File: config.mk
export PLATFORM = sky130hd
export DESIGN_NAME = full_subtractor_unit_flat
export DESIGN_NICKNAME = d
export VERILOG_FILES = /design/src/rtl/full_subtractor_unit_pkg.sv /design/src/rtl/full_subtractor_unit_if.sv /design/src/rtl/full_subtractor_unit_cell.sv /design/src/rtl/full_subtractor_unit.sv /design/src/flat_wrapper.sv
export SDC_FILE = /design/constraint.sdc
export NUM_CORES = 1
export LEC_CHECK = 0
export CAP_MARGIN = 10
export CORE_AREA = 2 2 39 41
export CTS_CLUSTER_DIAMETER = 60
export DETAILED_ROUTE_END_ITERATION = 6
export DIE_AREA = 0 0 41 43
export PLACE_DENSITY = 0.31
export SKIP_CTS_REPAIR_TIMING = 1
export SYNTH_ARGS = -nofsm -noshare
export SYNTH_HDL_FRONTEND = slang
export SYNTH_SLANG_ARGS = --single-unit
export TNS_END_PERCENT = 5
File: constraint.sdc
create_clock -name clk -period 1.2 [get_ports clk]
set_clock_uncertainty 0.15 [all_clocks]
set_input_delay 0.18 -clock clk [delete_from_list [all_inputs] [get_ports clk]]
set_output_delay 0.18 -clock clk [all_outputs]
set_load 0.02 [all_outputs]
File: src/rtl/full_subtractor_unit_pkg.sv
// Shared constants and result type for the registered ripple-borrow subtractor.
package full_subtractor_pkg;

    localparam int DEFAULT_WIDTH = 1;

    // {bout, diff} pair for a default-width subtraction
    typedef struct packed {
        logic                     bout;
        logic [DEFAULT_WIDTH-1:0] diff;
    } sub_result_t;

endpackage

File: src/rtl/full_subtractor_unit_if.sv
// Operand/result bundle for full_subtractor_unit.
// The clr_sticky/sticky_bout pair exists only when FULL_SUBTRACTOR_STICKY_EN is defined.
interface full_subtractor_unit_if #(
    parameter int WIDTH = full_subtractor_pkg::DEFAULT_WIDTH
);

    logic             in_valid;
    logic [WIDTH-1:0] a;
    logic [WIDTH-1:0] b;
    logic             bin;
    logic             out_valid;
    logic [WIDTH-1:0] diff;
    logic             bout;
`ifdef FULL_SUBTRACTOR_STICKY_EN
    logic             clr_sticky;
    logic             sticky_bout;

    modport master (
        output in_valid, a, b, bin, clr_sticky,
        input  out_valid, diff, bout, sticky_bout
    );

    modport slave (
        input  in_valid, a, b, bin, clr_sticky,
        output out_valid, diff, bout, sticky_bout
    );
`else
    modport master (
        output in_valid, a, b, bin,
        input  out_valid, diff, bout
    );

    modport slave (
        input  in_valid, a, b, bin,
        output out_valid, diff, bout
    );
`endif

endinterface

File: src/rtl/full_subtractor_unit_cell.sv
// Purely combinational 1-bit full-subtractor cell: diff = a - b - bin, bout = borrow out.
module full_subtractor_cell (
    input  logic a,
    input  logic b,
    input  logic bin,
    output logic diff,
    output logic bout
);

    assign diff = a ^ b ^ bin;
    assign bout = (~a & b) | (~(a ^ b) & bin);

endmodule

File: src/rtl/full_subtractor_unit.sv
// Registered ripple-borrow subtractor: {bout, diff} <= a - b - bin, one cycle latency.
// Optional sticky borrow flag enabled by defining FULL_SUBTRACTOR_STICKY_EN.
module full_subtractor_unit #(
    parameter int WIDTH = full_subtractor_pkg::DEFAULT_WIDTH
) (
    input logic                  clk,
    input logic                  rst,
    full_subtractor_unit_if.slave bus
);

    typedef struct packed {
        logic             bout;
        logic [WIDTH-1:0] diff;
    } result_t;

    logic [WIDTH:0]   borrow;
    logic [WIDTH-1:0] diff_comb;
    result_t          result_q;
    logic             out_valid_q;

    assign borrow[0] = bus.bin;

    // Borrow ripples LSB to MSB through one cell per bit
    for (genvar i = 0; i < WIDTH; i++) begin : g_cell
        full_subtractor_cell u_cell (
            .a    (bus.a[i]),
            .b    (bus.b[i]),
            .bin  (borrow[i]),
            .diff (diff_comb[i]),
            .bout (borrow[i+1])
        );
    end

    // Result registers load only on valid, so idle operands never reach them
    always_ff @(posedge clk or posedge rst) begin
        if (rst) begin
            result_q    <= '0;
            out_valid_q <= 1'b0;
        end else begin
            out_valid_q <= bus.in_valid;
            if (bus.in_valid) begin
                result_q.bout <= borrow[WIDTH];
                result_q.diff <= diff_comb;
            end
        end
    end

    assign bus.out_valid = out_valid_q;
    assign bus.diff      = result_q.diff;
    assign bus.bout      = result_q.bout;

`ifdef FULL_SUBTRACTOR_STICKY_EN
    logic sticky_q;

    // A new borrow takes priority over a same-cycle clear
    always_ff @(posedge clk or posedge rst) begin
        if (rst) begin
            sticky_q <= 1'b0;
        end else if (bus.in_valid && borrow[WIDTH]) begin
            sticky_q <= 1'b1;
        end else if (bus.clr_sticky) begin
            sticky_q <= 1'b0;
        end
    end

    assign bus.sticky_bout = sticky_q;
`endif

endmodule

File: src/flat_wrapper.sv
// flat-port wrapper written by rule: the top's interface ports become plain ports
module full_subtractor_unit_flat 
#(
    parameter int WIDTH = full_subtractor_pkg::DEFAULT_WIDTH
)
  (clk, rst, bus_in_valid, bus_a, bus_b, bus_bin, bus_out_valid, bus_diff, bus_bout);
  full_subtractor_unit_if #(.WIDTH(WIDTH)) bus_i ();
  input logic clk;
  input logic rst;
  input wire logic [$bits(bus_i.in_valid)-1:0] bus_in_valid;
  input wire logic [$bits(bus_i.a)-1:0] bus_a;
  input wire logic [$bits(bus_i.b)-1:0] bus_b;
  input wire logic [$bits(bus_i.bin)-1:0] bus_bin;
  output wire logic [$bits(bus_i.out_valid)-1:0] bus_out_valid;
  output wire logic [$bits(bus_i.diff)-1:0] bus_diff;
  output wire logic [$bits(bus_i.bout)-1:0] bus_bout;
  assign bus_i.in_valid = bus_in_valid;
  assign bus_i.a = bus_a;
  assign bus_i.b = bus_b;
  assign bus_i.bin = bus_bin;
  assign bus_out_valid = bus_i.out_valid;
  assign bus_diff = bus_i.diff;
  assign bus_bout = bus_i.bout;
  full_subtractor_unit #(.WIDTH(WIDTH)) u_core (.clk(clk), .rst(rst), .bus(bus_i));
endmodule
==> results.cfg <==
[status]
status = finished with violations
violations = setup timing

[timing]
worst_pin_slew_ns = 0.229
max_slew_margin_pct = 84.7
drv_slew = 0
maxClockFrequency_mhz = 699
min_period_ns = 1.43
final_hold_viol_count = 0
tns_ns = -0.231
fin_crit_sh_pct = 119
setup_violations = 1
grt_setup_unrepaired = true
setup_ws_ns = -0.231

[logic_synthesis]
yosysUniqueCellTypes = 6
synthAdderAreaFrac_pct = 15.4
synth_top_family_by_area = adder cells
ys.flop_type = dfrtp_1
synth-async-reset-ratio_pct = 100
syn_area_per_cell_sq_um = 13.0
synth_mux_area_share_pct = 11.5
synthTopCellsByArea = dfrtp_1, fa_1, mux2_4
ys_seq_area_share_pct = 57.7
syn_nets = 17
synthTopCellsByCount = dfrtp_1, inv_1
synth_area_sq_um = 130
synth-xor-area-share_pct = 0
synth_simple_gate_area_share_pct = 2.88
synth-edff-count = 0
yosys_warnings = 0
ys_seq_elements = 3
synth.largest_area_cell = dfrtp_1
synth_cells = 10
synth_top_area_share_pct = 57.7
synth_compound_area_share_pct = 3.85

[min_path]
hold_class = flip-flop to flip-flop
hold_depth = 2

[grt]
grt_pass1_vias = 107
antenna_found_initial = 0
grt_pass1_wl_um = 386
grt_usage_pct = 4.33
grt_max_degree = 4
grt_overflow = 0

[power_and_ir_drop]
max-vdd-ir-drop_mv = 0.273
p_leak_nw = 0.154
power.total_mw = 0.388
powerDensity_nw_per_um2 = 1330

[clocking]
cts.sinks = 3
cts_made_buffers = 3
cts-root-buf = clkbuf_4
clk_path_buf_depth = 2
clkLatencyLatePin_ns = 0.23
h-tree-depth = 1
path_clk_slew_ns = 0.04
cts_tree = built

[drt]
vias = 124
routed_via_density = 3.02
wirelength_um = 297
ant_nets = 0
drt_pass1_iterations = 2
wl_per_cell_um = 7.24
drt_iter0_drc = 1
drc = 0

[worst_setup_path]
crit_required_ns = 1.16
cp.arrival_ns = 1.39
end_kind = flip-flop
slowest_delay_ns = 0.45
critPathLaunchType = input port
crit_chain = clkdlybuf4s50_1 > inv_1 > fa_2 > mux2_4
cp_slowest_cell = clkdlybuf4s50_1
critPathTopFamily = buffers and inverters
worstSetupPathDepth = 4
critPathMaxFanout = 1
rr_worst_depth = 2
setup.worst_path.class = input port to flip-flop
reg2reg_slack_ns = 0.18
crit_buf_inv = 2

[cells_and_area]
fin_nets = 33
drive_above_1_share_pct = 28.0
diodes = 0
fillers = 159
synthToLayoutAreaGrowth_pct = 124
fin_util_pct = 21.1

[placement]
place_congestion = 0.492
port_buffers = 8
dp_slack_ns = -0.500

[floorplanning]
num_rows = 14
die_w_um = 41
core_sq_um = 1380
ioPinCount = 9
dieHeight_um = 43
die_area_sq_um = 1760
initial_core_util_pct = 9.40

[run]
cap_violations = 0
## path summary, 6_finish.rpt
kind / to / from
worst min register to register: u_core.bus.bout / u_core.bus.bout
min in group asynchronous: u_core.bus.diff / rst
worst max-delay path: u_core.bus.diff / bus_bin
worst min-delay path: u_core.bus.bout / u_core.bus.bout
max in group asynchronous: u_core.bus.bout / rst
worst max register to register: u_core.bus.diff / u_core.bus.diff
## cells in the final DEF, fill, tap and decap left out, drive strengths merged
cell	n
clkdlybuf4s50	5
clkbuf	4
inv	3
dlymetal6s2s	3
dfrtp	3
buf	2
nor2	1
a21oi	1
mux2	1
fa	1
dlygate4sd3	1
## per-stage QoR
stage                     hold slack (ns)  instance area, sq um  cells
after global placement              0.210                   245     36
after global routing                0.413                   292     41
after CTS                         -0.0359                   272     40
after floorplan                    -0.216                   130     10
after detailed placement            0.210                   245     36
final                               0.363                   292     41
## layer usage
| layer | up-vias | GRT usage, % | routed length [um] |
|---|---|---|---|
| met4 | 0 | 6.00 | 0 |
| met5 | - | 0 | 0 |
| met2 | 9 | 4.38 | 119 |
| met1 | 54 | 3.57 | 107 |
| met3 | 0 | 4.71 | 70 |
| li1 | 61 | - | - |
## flip-flops by register name (all words and copies together), names as in the netlist
| name | count |
|---|---|
| u_core.bus.out_valid | 1 |
| u_core.bus.bout | 1 |
| u_core.bus.diff | 1 |
## where the power goes
group | internal, mW | switching (mW)
clock | 0.124 | 0.0501
combinational | 0.0586 | 0.0355
sequential | 0.114 | 0.00547
## layout make-up
class                           count  area, sq um  area share [%]
Timing Repair Buffer               11          113            38.6
Sequential cell                     3         75.1            25.8
Multi-Input combinational cell      4         46.3            15.9
Clock buffer                        4         26.3            9.01
Tap cell                           16         20.0            6.87
Inverter                            3         11.3            3.86
## tightest hold or removal path: cells and delay by family (launching register included)
family / cells / cell delay [ns]
compound gates: 1 / 0.09
flops: 1 / 0.33
simple gates: 1 / 0.05
## logic make-up (layout without fill, tap and decap cells)
family                   after synthesis  in the layout
multiplexers                           1              1
adder cells (fa/ha/maj)                1              1
AND/OR/NAND/NOR                        1              1
buffers and inverters                  3             18
AO/OA/AOI/OAI                          1              1
flip-flops                             3              3
Note: power is estimated with default switching activity, not from simulation.
